--- src/rtl/dmx_pkg.sv ---
// Shared definitions for the DMX512 frame scheduler: FSM state encoding,
// universe size, default 4 MHz phase lengths and the slot-count clamp.
package dmx_pkg;

  localparam int DMX_MAX_SLOTS   = 512;
  localparam int SLOT_W          = 10;
  localparam int DEF_BREAK_TICKS = 352;    // 88 us at 4 MHz
  localparam int DEF_MAB_TICKS   = 48;     // 12 us at 4 MHz
  localparam int DEF_FRAME_TICKS = 92000;  // 23 ms at 4 MHz

  typedef enum logic [2:0] {
    ST_IDLE,
    ST_BREAK,
    ST_MAB,
    ST_START,
    ST_FETCH,
    ST_WAIT_RD,
    ST_SEND,
    ST_IFT
  } dmx_state_e;

  // A universe never carries more than 512 slots.
  function automatic logic [SLOT_W-1:0] clamp_slots(input logic [SLOT_W-1:0] n);
    return (n > SLOT_W'(DMX_MAX_SLOTS)) ? SLOT_W'(DMX_MAX_SLOTS) : n;
  endfunction

endpackage

--- src/rtl/dmx_tick_timer.sv ---
// Loadable down-counter used for the BREAK and MAB phase lengths.
//   clk_i, rst_ni : clock, asynchronous active-low reset
//   load_i        : load load_val_i this cycle (takes priority over counting)
//   load_val_i    : phase length minus one
//   done_o        : counter has reached zero (last cycle of the phase)
module dmx_tick_timer #(
  parameter int W = 17
) (
  input  logic         clk_i,
  input  logic         rst_ni,
  input  logic         load_i,
  input  logic [W-1:0] load_val_i,
  output logic         done_o
);

  logic [W-1:0] cnt_q, cnt_d;

  always_comb begin
    cnt_d = cnt_q;
    if (load_i)              cnt_d = load_val_i;
    else if (cnt_q != '0)    cnt_d = cnt_q - W'(1);
  end

  always_ff @(posedge clk_i or negedge rst_ni) begin
    if (!rst_ni) cnt_q <= '0;
    else         cnt_q <= cnt_d;
  end

  assign done_o = (cnt_q == '0);

endmodule

--- src/rtl/dmx_frame_scheduler.sv ---
// DMX512 frame sequencer: BREAK, MAB, start code, slot bytes fetched from the
// channel RAM, then MARK until the minimum break-to-break period has elapsed.
//   dmxclk, rst_n          : clock, asynchronous active-low reset
//   enable                 : run frames; sampled only at frame boundaries
//   slot_count, start_code : frame config, latched at each BREAK entry
//   rd_en/rd_addr/rd_data  : channel RAM read port (data one cycle after rd_en)
//   tx_data/tx_valid/tx_ready : byte handshake to the serializer
//   line_break             : force line low
//   busy, frame_done       : status; frame_done pulses on last-byte accept
module dmx_frame_scheduler
  import dmx_pkg::*;
#(
  parameter int BREAK_TICKS = DEF_BREAK_TICKS,
  parameter int MAB_TICKS   = DEF_MAB_TICKS,
  parameter int FRAME_TICKS = DEF_FRAME_TICKS,
  parameter int ADDR_W      = 9,
  parameter int TMR_W       = 17
) (
  input  logic              dmxclk,
  input  logic              rst_n,
  input  logic              enable,
  input  logic [9:0]        slot_count,
  input  logic [7:0]        start_code,
  output logic              rd_en,
  output logic [ADDR_W-1:0] rd_addr,
  input  logic [7:0]        rd_data,
  output logic [7:0]        tx_data,
  output logic              tx_valid,
  input  logic              tx_ready,
  output logic              line_break,
  output logic              busy,
  output logic              frame_done
);

  localparam logic [TMR_W-1:0] PER_LAST = TMR_W'(FRAME_TICKS - 1);

  dmx_state_e         state_q, state_d;
  logic [SLOT_W-1:0]  slots_q, slots_d;
  logic [7:0]         sc_q, sc_d;
  logic [7:0]         tx_data_q, tx_data_d;
  logic [ADDR_W-1:0]  addr_q, addr_d;
  logic [TMR_W-1:0]   per_q, per_d;

  logic               ph_load;
  logic [TMR_W-1:0]   ph_val;
  logic               ph_done;
  logic               start_frame;
  logic               fdone;
  logic               per_exp;
  logic               last_slot;

  assign per_exp   = (per_q == PER_LAST);
  assign last_slot = (SLOT_W'(addr_q) == slots_q - SLOT_W'(1));

  dmx_tick_timer #(.W(TMR_W)) u_phase (
    .clk_i      (dmxclk),
    .rst_ni     (rst_n),
    .load_i     (ph_load),
    .load_val_i (ph_val),
    .done_o     (ph_done)
  );

  always_comb begin
    state_d     = state_q;
    slots_d     = slots_q;
    sc_d        = sc_q;
    tx_data_d   = tx_data_q;
    addr_d      = addr_q;
    ph_load     = 1'b0;
    ph_val      = TMR_W'(MAB_TICKS - 1);
    start_frame = 1'b0;
    fdone       = 1'b0;

    case (state_q)
      ST_IDLE:  if (enable) start_frame = 1'b1;
      ST_BREAK: if (ph_done) begin
        state_d = ST_MAB;
        ph_load = 1'b1;
      end
      ST_MAB: if (ph_done) begin
        state_d   = ST_START;
        tx_data_d = sc_q;
      end
      ST_START: if (tx_ready) begin
        if (slots_q == '0) begin
          fdone   = 1'b1;
          state_d = ST_IFT;
        end else begin
          addr_d  = '0;
          state_d = ST_FETCH;
        end
      end
      ST_FETCH:   state_d = ST_WAIT_RD;
      ST_WAIT_RD: begin
        tx_data_d = rd_data;
        state_d   = ST_SEND;
      end
      ST_SEND: if (tx_ready) begin
        if (last_slot) begin
          fdone   = 1'b1;
          state_d = ST_IFT;
        end else begin
          addr_d  = addr_q + ADDR_W'(1);
          state_d = ST_FETCH;
        end
      end
      ST_IFT: if (per_exp) begin
        if (enable) start_frame = 1'b1;
        else        state_d     = ST_IDLE;
      end
      default: state_d = ST_IDLE;
    endcase

    // Entering BREAK re-latches config so mid-frame changes never leak in.
    if (start_frame) begin
      state_d = ST_BREAK;
      slots_d = clamp_slots(slot_count);
      sc_d    = start_code;
      addr_d  = '0;
      ph_load = 1'b1;
      ph_val  = TMR_W'(BREAK_TICKS - 1);
    end
  end

  // Period timer reads 0 on the first BREAK cycle and saturates, so an
  // overlong frame leaves IFT after a single cycle.
  always_comb begin
    per_d = per_q;
    if (start_frame)   per_d = '0;
    else if (!per_exp) per_d = per_q + TMR_W'(1);
  end

  always_ff @(posedge dmxclk or negedge rst_n) begin
    if (!rst_n) begin
      state_q   <= ST_IDLE;
      slots_q   <= '0;
      sc_q      <= '0;
      tx_data_q <= '0;
      addr_q    <= '0;
      per_q     <= '0;
    end else begin
      state_q   <= state_d;
      slots_q   <= slots_d;
      sc_q      <= sc_d;
      tx_data_q <= tx_data_d;
      addr_q    <= addr_d;
      per_q     <= per_d;
    end
  end

  assign rd_en      = (state_q == ST_FETCH);
  assign rd_addr    = addr_q;
  assign tx_data    = tx_data_q;
  assign tx_valid   = (state_q == ST_START) || (state_q == ST_SEND);
  assign line_break = (state_q == ST_BREAK);
  assign busy       = (state_q != ST_IDLE);
  assign frame_done = fdone;

endmodule

--- config.mk ---
export PLATFORM = sky130hd
export DESIGN_NAME = dmx_frame_scheduler
export DESIGN_NICKNAME = d
export VERILOG_FILES = /design/src/rtl/dmx_pkg.sv /design/src/rtl/dmx_tick_timer.sv /design/src/rtl/dmx_frame_scheduler.sv
export SDC_FILE = /design/constraint.sdc
export NUM_CORES = 1
export LEC_CHECK = 0
export CAP_MARGIN = 25
export CORE_MARGIN = 3
export CORE_UTILIZATION = 47
export DETAILED_ROUTE_END_ITERATION = 12
export DONT_BUFFER_PORTS = 1
export PLACE_DENSITY = 0.6
export REMOVE_ABC_BUFFERS = 1
export SKIP_CTS_REPAIR_TIMING = 1
export SLEW_MARGIN = 20
export SYNTH_ARGS = -nofsm -noshare
export SYNTH_HDL_FRONTEND = slang
export SYNTH_HIERARCHICAL = 1
export SYNTH_SLANG_ARGS = --single-unit
export TNS_END_PERCENT = 30
--- constraint.sdc ---
create_clock -name dmxclk -period 4.15 [get_ports dmxclk]
set_input_delay 1.0375 -clock dmxclk [delete_from_list [all_inputs] [get_ports dmxclk]]
set_output_delay 1.0375 -clock dmxclk [all_outputs]
set_load 0.005 [all_outputs]
==> impl_summary.md <==
Timing
The shortest clock period the worst path allows after layout is between 4 and 5 ns. Setup repair after global routing left no endpoint under its margin. The final hold violation count came to 0. At the pin with the least slew margin, the transition time is 1.00 ns. The max-slew violation count came to 0. Measured against its own limit, the worst slew margin works out to between 30% and 40%. The achievable clock frequency is 0.249 GHz. After routing, the total negative slack on setup checks comes to 0 ns.

Clock skew on the completed layout was measured at about 0.014 ns. The setup-violating endpoint count in the final report is 0. The worst path uses 96.9% of the clock period.

Logic synthesis
The cell count after synthesis came out at 495. The yosys synthesis warning count is 6. The synthesized flop and latch total is 72. In this run, synthesis inferred 0 flip-flops with an integrated enable. The commonest register cell after synthesis is sky130_fd_sc_hd__dfrtp_1. The number of distinct library cells after synthesis is 61. The biggest area consumer among synthesized cells is sky130_fd_sc_hd__dfrtp_1.

The share of the Yosys chip area taken by registers is 42.2%. Yosys attributes the largest share of cell area to sky130_fd_sc_hd__dfrtp_1, sky130_fd_sc_hd__nand2_1, sky130_fd_sc_hd__nor2_1. A synthesized cell averages ~8.6 µm².

Of all flip-flops after synthesis, the portion carrying an async set or reset was 100%. The netlist area before placement is 4270 µm². The share of the synthesized area in the top cell type is a little over two fifths.

Layout
The area growth from synthesis to final layout is 9.08%. The count of cells in the finished layout, fillers not included, comes to 618. The utilization of the core after routing is 53.2%.

The cell area after layout is between 4000 and 5000 µm². The repair_antennas step left the layout with diodes totalling 0. The net total in the final layout is 540.

Cells with a size suffix above 1 make up slightly above 8% of the layout.

Placement
Once detailed placement completed, the half-perimeter wirelength came to 6.61 mm. At the end of routability-driven placement, the weighted congestion stood at just under 0.9. The number of buffer cells added on primary ports is 0. The total cell area at the placement stage is 4430 µm². The number of placed instances, taps included is between 600 and 700.

Critical path
The critical path is of the reg -> out type. The most critical setup path has its startpoint at slots_q[0]$_DFFE_PN0N_. The critical path arrival is 2.99 ns.

The worst register-to-register path begins at u_phase/cnt_q[0]$_DFFE_PN0P_. The startpoint type of the worst setup path is a flip-flop. The largest driver fanout on the critical path is 7. STA classifies the critical path endpoint as an output port.

The worst path required time is between 3 and 4 ns.

Clock network
The clock insertion delay at the later pin of the skew report is 0.35 ns. The clock-pin slew of the registers on the worst-case setup and hold paths is 0.09 ns. The clock tree root buffer cell is sky130_fd_sc_hd__clkbuf_8.

The number of CTS-inserted buffers is 9. The maximum root-to-sink buffer count is 2. CTS built an H-tree with a depth of 3. The total clock sinks is 72. The TritonCTS clock tree is built.

Routing
In the routed layout, each cell is associated on average with a via count of 5.57. For this run, the detailed router's first-pass iteration total came to 4. Detailed routing inserted a total of ~3,400 vias. The remaining antenna violation count after routing is 0. The final layout contains routed wiring with a total length of 9.64 mm. The initial DRC count is 156. The routed length per instance is 15.6 µm.

The remaining design rule violation count is 0.

Power
The reported leakage power is 2.02 nW. The post-layout total power is 3.50 mW. Dividing total power by cell area gives a power density of 750 nW/µm².

The worst supply voltage drop on vdd is between 0.0003 and 0.0004 V.

GRT
Global routing consumed, on the met1 layer, between 20% and 30% of the routing resources. The global-route wire length before repair is 16.2 mm. The global routing usage on met3 is under 10%. The total routing resource utilization after global routing is 19.4%. For met2 alone, demand over resource in global routing was 29.0%. The number of antenna violations at the first check in global routing is 0. The maximum number of pins on one net before global-route repair is 73. The overflow left after global routing is 0. The number of global-route vias before repair is 3,364.

The layer flagged by global routing as most heavily used is met2.

Run status
The run finished with clean final reports.

Floorplanning
The row count is 34. The die width is 101 µm. The area of the die is 10,300 µm². The die extent in y is 101 µm. For this design the top-level I/O count stands at 52. The core region is roughly 9000 µm². The initial utilization of the core area, before any placement, comes to 48.8%.

Run
The total of max-cap violations is 0.

Hold path
The tightest min-delay check is of the in -> async type.
-- metal layers --
layer / up-vias / routed length [µm]
met5: - / 0
met4: 0 / 51
met3: 4 / 494
met2: 63 / 4350
met1: 1623 / 4740
li1: 1755 / -
-- layout make-up --
cell class,count,area [µm²]
Clock buffer,10,138
Timing Repair Buffer,12,90.1
Clock inverter,5,81.3
Multi-Input combinational cell,394,2350
Tap cell,108,135
Inverter,17,63.8
Fill cell,819,4100
Sequential cell,72,1800
-- worst paths after layout --
check / endpoint / slack, ns / depth (start not counted)
worst min-delay path: slots_q[4]$_DFFE_PN0N_ / 0.38 / 0
min in group dmxclk: sc_q[3]$_DFFE_PN0N_ / 0.48 / 2
worst min register to register: sc_q[3]$_DFFE_PN0N_ / 0.48 / 2
worst max register to register: state_q[1]$_DFFE_PN0P_ / 1.17 / 11
max in group asynchronous: u_phase/cnt_q[10]$_DFFE_PN0P_ / 3.64 / 0
worst max-delay path: frame_done / 0.13 / 7
-- cell usage after synthesis (3+ instances only) --
master and n:
sky130_fd_sc_hd__a22oi_1 11, sky130_fd_sc_hd__ha_1 4, sky130_fd_sc_hd__xor2_1 20, sky130_fd_sc_hd__and3_1 10, sky130_fd_sc_hd__o41ai_1 3, sky130_fd_sc_hd__inv_1 16
sky130_fd_sc_hd__nor3_1 11, sky130_fd_sc_hd__nand4_1 7, sky130_fd_sc_hd__nor3b_1 5, sky130_fd_sc_hd__or4_1 4, sky130_fd_sc_hd__a21boi_0 3, sky130_fd_sc_hd__nand3b_1 9
sky130_fd_sc_hd__xnor2_1 19, sky130_fd_sc_hd__o211ai_1 7, sky130_fd_sc_hd__o22ai_1 5, sky130_fd_sc_hd__nand4b_1 3, sky130_fd_sc_hd__nand2b_1 5, sky130_fd_sc_hd__o31ai_1 13
sky130_fd_sc_hd__a211oi_1 4, sky130_fd_sc_hd__nand3_1 21, sky130_fd_sc_hd__buf_2 5, sky130_fd_sc_hd__nor4_1 6, sky130_fd_sc_hd__dfrtp_1 72, sky130_fd_sc_hd__buf_1 3
sky130_fd_sc_hd__o21a_1 4, sky130_fd_sc_hd__nor2_1 58, sky130_fd_sc_hd__mux2i_1 3, sky130_fd_sc_hd__nand2_1 83, sky130_fd_sc_hd__or3_1 5, sky130_fd_sc_hd__a21oi_1 14
sky130_fd_sc_hd__clkbuf_1 13, sky130_fd_sc_hd__o21ai_0 10, sky130_fd_sc_hd__o21ai_1 6
-- through the flow --
step / hold WS [ns] / setup WS (ns)
CTS: 0.363 / 0.0531
detailed placement: 0.462 / 0.470
finish: 0.377 / 0.127
global route: 0.351 / 0.0114
floorplan: 0.439 / 0.386
global placement: 0.459 / 0.487
-- where the power goes --
group	total, mW	internal, mW	leakage (nW)	switching, mW
clock	0.626	0.352	0.108	0.274
sequential	1.42	1.03	0.904	0.395
combinational	1.45	0.652	1.00	0.795
-- worst max-delay path, cell delays in order (launching register included) --
cell and delay, ns:
sky130_fd_sc_hd__dfrtp_2 0.41, sky130_fd_sc_hd__buf_4 0.15, sky130_fd_sc_hd__nor2_1 0.27, sky130_fd_sc_hd__a21oi_1 0.14, sky130_fd_sc_hd__or4_1 0.51, sky130_fd_sc_hd__a2111o_1 0.45, sky130_fd_sc_hd__or4b_1 0.53, sky130_fd_sc_hd__a21oi_2 0.17
-- flip-flops by register name (all words and copies together) (netlist names) --
register	count
slots_q	10
u_phase/cnt_q	17
sc_q	8
rd_addr	9
per_q	17
state_q	3
tx_data	8
-- cell families (layout without fill, tap and decap cells) --
logic type | after synthesis | in the layout | synth area share [%]
xor gates and xnor gates | 39 | 39 | 7.99
AOI/OAI and AO/OA | 91 | 91 | 14.5
other | 2 | 13 | 0.176
and+or+nand+nor | 242 | 242 | 28.8
buffers and inverters | 40 | 44 | 3.92
DFF | 72 | 72 | 42.2
adders and majority gates | 4 | 4 | 1.17
muxes | 5 | 5 | 1.23
-- placed cells by master (no fill, tap or decap), types with 3 or more instances in the layout --
| master | synthesis | final |
|---|---|---|
| sky130_fd_sc_hd__a211oi_1 | 4 | 4 |
| sky130_fd_sc_hd__a21boi_0 | 3 | 3 |
| sky130_fd_sc_hd__a21oi_1 | 14 | 13 |
| sky130_fd_sc_hd__a22oi_1 | 11 | 11 |
| sky130_fd_sc_hd__and3_1 | 10 | 10 |
| sky130_fd_sc_hd__buf_4 | 1 | 12 |
| sky130_fd_sc_hd__clkbuf_8 | 0 | 10 |
| sky130_fd_sc_hd__conb_1 | 2 | 13 |
| sky130_fd_sc_hd__dfrtp_1 | 72 | 70 |
| sky130_fd_sc_hd__ha_1 | 4 | 4 |
| sky130_fd_sc_hd__inv_1 | 16 | 16 |
| sky130_fd_sc_hd__mux2i_1 | 3 | 3 |
| sky130_fd_sc_hd__nand2_1 | 83 | 83 |
| sky130_fd_sc_hd__nand2b_1 | 5 | 5 |
| sky130_fd_sc_hd__nand3_1 | 21 | 21 |
| sky130_fd_sc_hd__nand3b_1 | 9 | 9 |
| sky130_fd_sc_hd__nand4_1 | 7 | 7 |
| sky130_fd_sc_hd__nand4b_1 | 3 | 3 |
| sky130_fd_sc_hd__nor2_1 | 58 | 58 |
| sky130_fd_sc_hd__nor3_1 | 11 | 11 |
| sky130_fd_sc_hd__nor3b_1 | 5 | 5 |
| sky130_fd_sc_hd__nor4_1 | 6 | 6 |
| sky130_fd_sc_hd__o211ai_1 | 7 | 7 |
| sky130_fd_sc_hd__o21a_1 | 4 | 4 |
| sky130_fd_sc_hd__o21ai_0 | 10 | 10 |
| sky130_fd_sc_hd__o21ai_1 | 6 | 6 |
| sky130_fd_sc_hd__o22ai_1 | 5 | 5 |
| sky130_fd_sc_hd__o31ai_1 | 13 | 13 |
| sky130_fd_sc_hd__o41ai_1 | 3 | 3 |
| sky130_fd_sc_hd__or3_1 | 5 | 5 |
| sky130_fd_sc_hd__or4_1 | 4 | 4 |
| sky130_fd_sc_hd__xnor2_1 | 19 | 19 |
| sky130_fd_sc_hd__xor2_1 | 20 | 20 |
Power figures use the tool's default switching activity.
